`src/rtl/game_io_capture.sv`:
```
// Per-frame capture of paddle timing and sprite collisions, published at vsync
// and read by the CPU through an 8-byte memory-mapped window.
module game_io_capture #(
    parameter logic [7:0] BASE      = 8'h40,
    parameter logic [7:0] NO_PADDLE = 8'hFF
) (
    input  logic       clk,
    input  logic       reset,
    input  logic [8:0] hpos,
    input  logic [8:0] vpos,
    input  logic       display_on,
    input  logic       hsync,
    input  logic       vsync,
    input  logic       hpaddle,
    input  logic       vpaddle,
    input  logic       player_gfx,
    input  logic       enemy_gfx,
    input  logic       track_gfx,
    input  logic [7:0] address,
    input  logic       write,
    input  logic [7:0] data_in,
    output logic       hit,
    output logic [7:0] data_out
);

    logic       hp_s1_q, hp_s1_d, hp_s2_q, hp_s2_d, hp_s3_q, hp_s3_d;
    logic       vp_s1_q, vp_s1_d, vp_s2_q, vp_s2_d, vp_s3_q, vp_s3_d;
    logic       vsync_q, vsync_d;
    logic       armed_x_q, armed_x_d, armed_y_q, armed_y_d;
    logic [7:0] cap_x_q, cap_x_d, cap_y_q, cap_y_d;
    logic [7:0] paddle_x_q, paddle_x_d, paddle_y_q, paddle_y_d;
    logic       acc_pe_q, acc_pe_d, acc_pt_q, acc_pt_d;
    logic       pub_pe_q, pub_pe_d, pub_pt_q, pub_pt_d;
    logic [7:0] frame_cnt_q, frame_cnt_d;
    logic       frame_ready_q, frame_ready_d;

    logic vs_rise, hp_rise, vp_rise, ack, pix_pe, pix_pt;
    logic unused_ok;

    assign unused_ok = ^{hpos[8], vpos[8], data_in};
    assign hit       = (address[7:3] == BASE[7:3]);
    assign ack       = write & hit & (address[2:0] == 3'd7);
    assign vs_rise   = vsync & ~vsync_q;
    assign hp_rise   = hp_s2_q & ~hp_s3_q;
    assign vp_rise   = vp_s2_q & ~vp_s3_q;
    assign pix_pe    = player_gfx & enemy_gfx;
    assign pix_pt    = player_gfx & track_gfx;

    always_comb begin
        hp_s1_d       = hpaddle;
        hp_s2_d       = hp_s1_q;
        hp_s3_d       = hp_s2_q;
        vp_s1_d       = vpaddle;
        vp_s2_d       = vp_s1_q;
        vp_s3_d       = vp_s2_q;
        vsync_d       = vsync;
        armed_x_d     = armed_x_q;
        armed_y_d     = armed_y_q;
        cap_x_d       = cap_x_q;
        cap_y_d       = cap_y_q;
        paddle_x_d    = paddle_x_q;
        paddle_y_d    = paddle_y_q;
        acc_pe_d      = acc_pe_q | pix_pe;
        acc_pt_d      = acc_pt_q | pix_pt;
        pub_pe_d      = pub_pe_q;
        pub_pt_d      = pub_pt_q;
        frame_cnt_d   = frame_cnt_q;
        frame_ready_d = frame_ready_q;

        if (vs_rise) begin
            // Frame boundary: publish, re-arm; a paddle edge in this cycle is dropped.
            paddle_x_d    = armed_x_q ? NO_PADDLE : cap_x_q;
            paddle_y_d    = armed_y_q ? NO_PADDLE : cap_y_q;
            armed_x_d     = 1'b1;
            armed_y_d     = 1'b1;
            cap_x_d       = 8'd0;
            cap_y_d       = 8'd0;
            pub_pe_d      = acc_pe_q | pix_pe;
            pub_pt_d      = acc_pt_q | pix_pt;
            acc_pe_d      = 1'b0;
            acc_pt_d      = 1'b0;
            frame_cnt_d   = frame_cnt_q + 8'd1;
            frame_ready_d = 1'b1;
        end else begin
            if (hp_rise && armed_x_q) begin
                cap_x_d   = vpos[7:0];
                armed_x_d = 1'b0;
            end
            if (vp_rise && armed_y_q) begin
                cap_y_d   = vpos[7:0];
                armed_y_d = 1'b0;
            end
            if (ack) begin
                frame_ready_d = 1'b0;
                pub_pe_d      = 1'b0;
                pub_pt_d      = 1'b0;
            end
        end
    end

    always_ff @(posedge clk or negedge reset) begin
        if (!reset) begin
            hp_s1_q       <= 1'b0;
            hp_s2_q       <= 1'b0;
            hp_s3_q       <= 1'b0;
            vp_s1_q       <= 1'b0;
            vp_s2_q       <= 1'b0;
            vp_s3_q       <= 1'b0;
            vsync_q       <= 1'b0;
            armed_x_q     <= 1'b1;
            armed_y_q     <= 1'b1;
            cap_x_q       <= 8'd0;
            cap_y_q       <= 8'd0;
            paddle_x_q    <= NO_PADDLE;
            paddle_y_q    <= NO_PADDLE;
            acc_pe_q      <= 1'b0;
            acc_pt_q      <= 1'b0;
            pub_pe_q      <= 1'b0;
            pub_pt_q      <= 1'b0;
            frame_cnt_q   <= 8'd0;
            frame_ready_q <= 1'b0;
        end else begin
            hp_s1_q       <= hp_s1_d;
            hp_s2_q       <= hp_s2_d;
            hp_s3_q       <= hp_s3_d;
            vp_s1_q       <= vp_s1_d;
            vp_s2_q       <= vp_s2_d;
            vp_s3_q       <= vp_s3_d;
            vsync_q       <= vsync_d;
            armed_x_q     <= armed_x_d;
            armed_y_q     <= armed_y_d;
            cap_x_q       <= cap_x_d;
            cap_y_q       <= cap_y_d;
            paddle_x_q    <= paddle_x_d;
            paddle_y_q    <= paddle_y_d;
            acc_pe_q      <= acc_pe_d;
            acc_pt_q      <= acc_pt_d;
            pub_pe_q      <= pub_pe_d;
            pub_pt_q      <= pub_pt_d;
            frame_cnt_q   <= frame_cnt_d;
            frame_ready_q <= frame_ready_d;
        end
    end

    always_comb begin
        data_out = 8'd0;
        if (hit) begin
            case (address[2:0])
                3'd0:    data_out = hpos[7:0];
                3'd1:    data_out = vpos[7:0];
                3'd2:    data_out = {frame_ready_q, 1'b0, pub_pe_q | pub_pt_q, vsync,
                                     hsync, vp_s2_q, hp_s2_q, display_on};
                3'd3:    data_out = paddle_x_q;
                3'd4:    data_out = paddle_y_q;
                3'd5:    data_out = {6'd0, pub_pt_q, pub_pe_q};
                3'd6:    data_out = frame_cnt_q;
                default: data_out = 8'd0;
            endcase
        end
    end

endmodule

```
`config.mk`:
```
export PLATFORM = sky130hd
export DESIGN_NAME = game_io_capture
export DESIGN_NICKNAME = d
export VERILOG_FILES = /design/src/rtl/game_io_capture.sv
export SDC_FILE = /design/constraint.sdc
export NUM_CORES = 1
export LEC_CHECK = 0
export CORE_MARGIN = 3
export CORE_UTILIZATION = 48
export CTS_BUF_LIST = sky130_fd_sc_hd__clkbuf_8
export DETAILED_ROUTE_END_ITERATION = 10
export PLACE_DENSITY = 0.79
export REMOVE_ABC_BUFFERS = 1
export SLEW_MARGIN = 20
export SYNTH_ARGS = -nofsm -noshare
export SYNTH_HDL_FRONTEND = slang
export SYNTH_SLANG_ARGS = --single-unit
```
`constraint.sdc`:
```
create_clock -name clk -period 1.4 [get_ports clk]
set_input_delay 0.28 -clock clk [delete_from_list [all_inputs] [get_ports clk]]
set_output_delay 0.28 -clock clk [all_outputs]
set_load 0.02 [all_outputs]
```
## Yosys cells after proc, flatten, opt, wreduce, memory -nomap -nowiden

Cells that the tools add are included.

| storage, ports and cells | value |
|---|---|
| register bits | 54 |
| output and inout port bits | 9 |
| word-level logic and storage cells | 65 |
| bits of input ports | 45 |

| operators by class | value |
|---|---|
| add/subtract/negate cells | 1 |
| bitwise gates (word level) | 13 |
| reduce and logical (&&, ||, !) cells | 6 |
| muxes and demuxes | 18 |
| equality and inequality tests | 8 |

Operators by type and width:

| cell | number |
|---|---|
| 2-to-1 mux 8 bit | 7 |
| case mux 8 bit (7 select lines) | 1 |
| equality test 3 bit, second input constant | 4 |
| 2-to-1 mux 1 bit | 10 |
| adder 8 x 1 -> 8 bit, second input constant | 1 |
| AND 1 bit | 7 |
| equality test 3 x 2 -> 1 bit, second input constant | 2 |
| nonzero test 2 bit | 3 |
| equality test 5 x 4 -> 1 bit, second input constant | 1 |
| equality test 3 x 1 -> 1 bit, second input constant | 1 |
| logical NOT 3 bit | 1 |
| inverter 1 bit | 3 |
| OR 1 bit | 3 |
| logical AND 1 bit | 2 |

## Depth between registers and ports, before layout

| depth | value |
|---|---|
| depth after elaboration | 5 |
| mapped depth | 6 |

## Least setup slack after synthesis

OpenSTA, ideal clock, no wires.

| timing | value |
|---|---|
| path kind | input to output |
| from | input address[7] |
| to | output data_out[7] |
| data arrival time | 1.523 ns |
| stages | 5 |
| buffers on the path | 0 |
| setup slack | -0.403 ns |
| data required time | 1.120 ns |
| cells stage by stage | nand2b_1 or4_4 clkinv_4 nand2_4 nor3_1 |

| between the ends | value |
|---|---|
| longest elaborated chain between the ends | 2 |

Ends and longest elaborated chain:

| what | line | source |
|---|---|---|
| start: declaration | 19 | `input logic [7:0] address,` |
| equality test 5 x 4 -> 1 bit | 41 | `assign hit = (address[7:3] == BASE[7:3]);` |
| via hit | 22 | `output logic hit,` |
| 2-to-1 mux 8 bit | 147 | `if (hit) begin` |
| end: declaration | 23 | `output logic [7:0] data_out` |

The timed path passes the listed nets, and every way through them passes these cells.

## Worst setup path after layout

| timing | value |
|---|---|
| from | register paddle_x_q[3] |
| to | output data_out[3] |

| between the ends | value |
|---|---|
| longest elaborated chain between the ends | 2 |

Ends and longest elaborated chain:

| what | line | source |
|---|---|---|
| start: declaration | 31 | `logic [7:0] paddle_x_q, paddle_x_d, paddle_y_q, paddle_y_d;` |
| start signal: assignment | 134 | `paddle_x_q <= paddle_x_d;` |
| case mux 8 bit (7 select lines) | 148 | `case (address[2:0])` |
| 2-to-1 mux 8 bit | 147 |  |

No other way between the ends.

==> key figures <==
Timing
  – Slew headroom: 67.0%
  – Fraction of the cycle the final worst path needs: 133%
  – Final setup viols: 9
  – Clk_skew: 8.78 ps
  – Slew Viols, Final: 0
  – Worst Slack Setup Final: -465 ps
  – RSZ-0062 raised after global routing: true
  – Final hold violation count: 0
  – Final worst path period need: 1870 ps
  – Worst-margin pin slew: 495 ps
  – Fmax achieved: 536 MHz

Cells and area
  – Diode count: 0
  – Share of cells above drive strength 1: 40.1%
  – Final core utilization: 73.4%
  – Area of the multi-input gates: 1290 sq um
  – Synth-to-layout area growth: 45.7%
  – Most common cell after layout, fill and taps aside: buf_4
  – Sequential cell area: 1370 sq um
  – Commonest cells after routing, fill and taps aside: buf_4 (51), nand2_1 (42), dfrtp_1 (36), nor2_1 (22), mux2i_1 (21)
  – NumNets Final: 394
  – Final instance area: 3800 sq um
  – Fillers: 310

Detailed routing
  – Drc violations: 0
  – Detailed-route vias per instance: 5.50
  – Wire per inst: 18.1 um
  – Post-route ant nets: 0
  – Wirelength, routed: 7.57 mm
  – Pre-Repair DR Iteration Count: 4
  – Initial DRC count: 85
  – Vias post-DR: 2303

Hold path
  – Min-Delay Path Class: reg2reg

Clock tree
  – Clk Latency, worst-skew pair: 320 ps
  – TritonCTS buffer count: 5
  – Worst-path clk slew: 110 ps
  – Clock root cell: clkbuf_8
  – CTS Buffer Depth: 2
  – CTS tree: done
  – Htree depth: 2
  – Clock Sinks: 54

Yosys
  – Count of flip-flops with a built-in enable after synthesis: 0
  – Cell variety after synth: 37
  – Synth Instances: 258
  – Register area share after synthesis: 52.7%
  – Synthesized area per cell: 10.1 sq um
  – YS warnings: 0
  – Post-synthesis async set-or-reset flop share: 100%
  – Synth Flop Type: dfrtp_1
  – Seq cells post-synth: 54
  – Cell Area, Synth: 2610 sq um

Floorplan
  – Num ports: 54
  – Total core area: 5170 sq um
  – Site Rows: 26
  – Die Y-Extent: 79.7 um
  – Starting Density: 50.4%
  – Die W: 79.7 um
  – Die area: 6350 sq um

Worst setup path
  – Arrival time worst endpoint: 1590 ps
  – CP max FO: 2
  – CP Capture Type: primary output
  – WS Path Type: reg2out
  – CP max stage cell: mux4_2
  – Required time worst endpoint: 1120 ps
  – Worst stage delay on the critical path: 480 ps
  – Crit path cell chain: mux4_2 > a22oi_2 > nor2_1 > buf_2
  – Startpoint types: flip-flop
  – Worst path bufs/invs: 1
  – Delay-heaviest family, CP: multiplexers

Outcome
  – Failing checks: setup timing
  – Status: finished, violations left

Global route
  – First-pass GRT wire length: 11.8 mm
  – Antenna violations before repair: 0
  – Total GRT Usage: 24.3%
  – Global route overflow: 0
  – Vias in the first global route: 2461
  – Gr busiest metal: met2
  – Largest net degree at the start of global routing: 37
  – M3 GR Usage: 5.42%
  – M1 GR Usage: 29.2%
  – GR Util met2: 41.6%

Place
  – RD Place Congestion: 0.840
  – Placed Area: 3400 sq um
  – Post-DP HPWL: 4.56 mm
  – # port buffers: 43

Job
  – Max-capacitance violation count: 0

Power
  – Pwr dens: 1140 nW/um^2
  – LEAKAGE: 1.85 nW
  – Maximum vdd drop: 0.675 mV
## metal layers
metal	part of all wire [%]	routed length (um)	vias to the layer above
met5	0	0	-
li1	-	-	1062
met3	5.3	401	28
met2	51	3850	82
met1	40	3060	1131
met4	3.4	254	0
## final timing paths
path / cells after the start / slack (ps) / from / to
min in group asynchronous: 2 / 450 / reset / frame_cnt_q[2]
worst min-delay path: 0 / 370 / hp_s1_q / hp_s2_q
worst max register to register: 6 / 60 / frame_cnt_q[4] / frame_cnt_q[7]
max in group asynchronous: 3 / 370 / reset / armed_y_q
worst min register to register: 0 / 370 / hp_s1_q / hp_s2_q
worst max-delay path: 4 / -470 / paddle_x_q[3] / data_out[3]
## layout make-up
class | instances | area share, %
sequential | 54 | 36.2
inverter | 7 | 0.824
multi-input combinational | 180 | 34.0
clock buffer | 5 | 1.81
clock inverter | 3 | 1.29
tap | 70 | 2.31
timing repair buffer | 100 | 23.6
## what timing repair did
action	4_1_cts	5_1_grt
endpoints found under the setup margin	12	12
gates cloned	2	0
endpoints found under the hold margin	6	0
hold buffers	1	0
buffers inserted	7	4
pin swaps	14	9
resized for setup	111	18
## cell families (layout without fill, tap and decap cells)
family	after synthesis	count (layout)	share of synthesized area, %
compound gates	40	40	8.93
xor+xnor	7	7	2.35
fa+ha+maj	1	1	0.480
buf+inv	24	115	4.37
flops	54	54	52.7
mux	33	33	13.6
simple gates	99	99	17.6
## power breakdown
group / switching [W] / leakage, nW / internal, W
clock network: 0.000561 / 0.0563 / 0.000546
registers: 0.000165 / 0.643 / 0.00186
logic: 0.000555 / 1.15 / 0.000628
## Yosys cell counts, types with 2 or more instances
library cell / instances / area share, %
nand4b_1: 2 / 0.67
mux2i_1: 23 / 8.8
clkbuf_1: 9 / 1.3
xnor2_1: 6 / 2.0
buf_2: 6 / 1.2
mux2_2: 3 / 1.3
nor3_1: 4 / 0.77
nand2b_1: 4 / 0.96
nand2_1: 44 / 6.3
mux2_1: 6 / 2.6
dfstp_2: 18 / 18
dfrtp_1: 36 / 35
inv_1: 6 / 0.86
o22ai_1: 2 / 0.48
nor2_1: 27 / 3.9
o21ai_1: 12 / 2.3
and3_1: 2 / 0.48
a221oi_1: 5 / 1.7
nand3_1: 5 / 0.96
nand3b_1: 4 / 1.2
o21ai_0: 12 / 2.3
a21oi_1: 5 / 0.96
nor2b_1: 3 / 0.72
## flip-flops by register name, summed over array words and instances (netlist names), 8 cells and up
signal,cells
cap_x_q,8
cap_y_q,8
frame_cnt_q,8
paddle_x_q,8
paddle_y_q,8
## worst register-to-register path, stage by stage (launching register included)
cell,delay [ps]
dfrtp_1,400
buf_4,130
buf_4,120
buf_4,130
and3_1,180
nand3_1,120
xnor2_1,160
## stage by stage
stage                     TNS [ps]  hold WS, ps  power (W)  std cells  setup slack [ps]
final                        -3170          374    0.00432        419              -465
after CTS                    -2900          378    0.00419        415              -440
after detailed placement    -16070          265    0.00296        397             -1150
after global placement      -15150          257    0.00291        397             -1120
after global routing         -3640          382    0.00450        419              -519
after floorplan             -16320        -15.6    0.00244        241              -660
(Power assumes the default switching activity.)
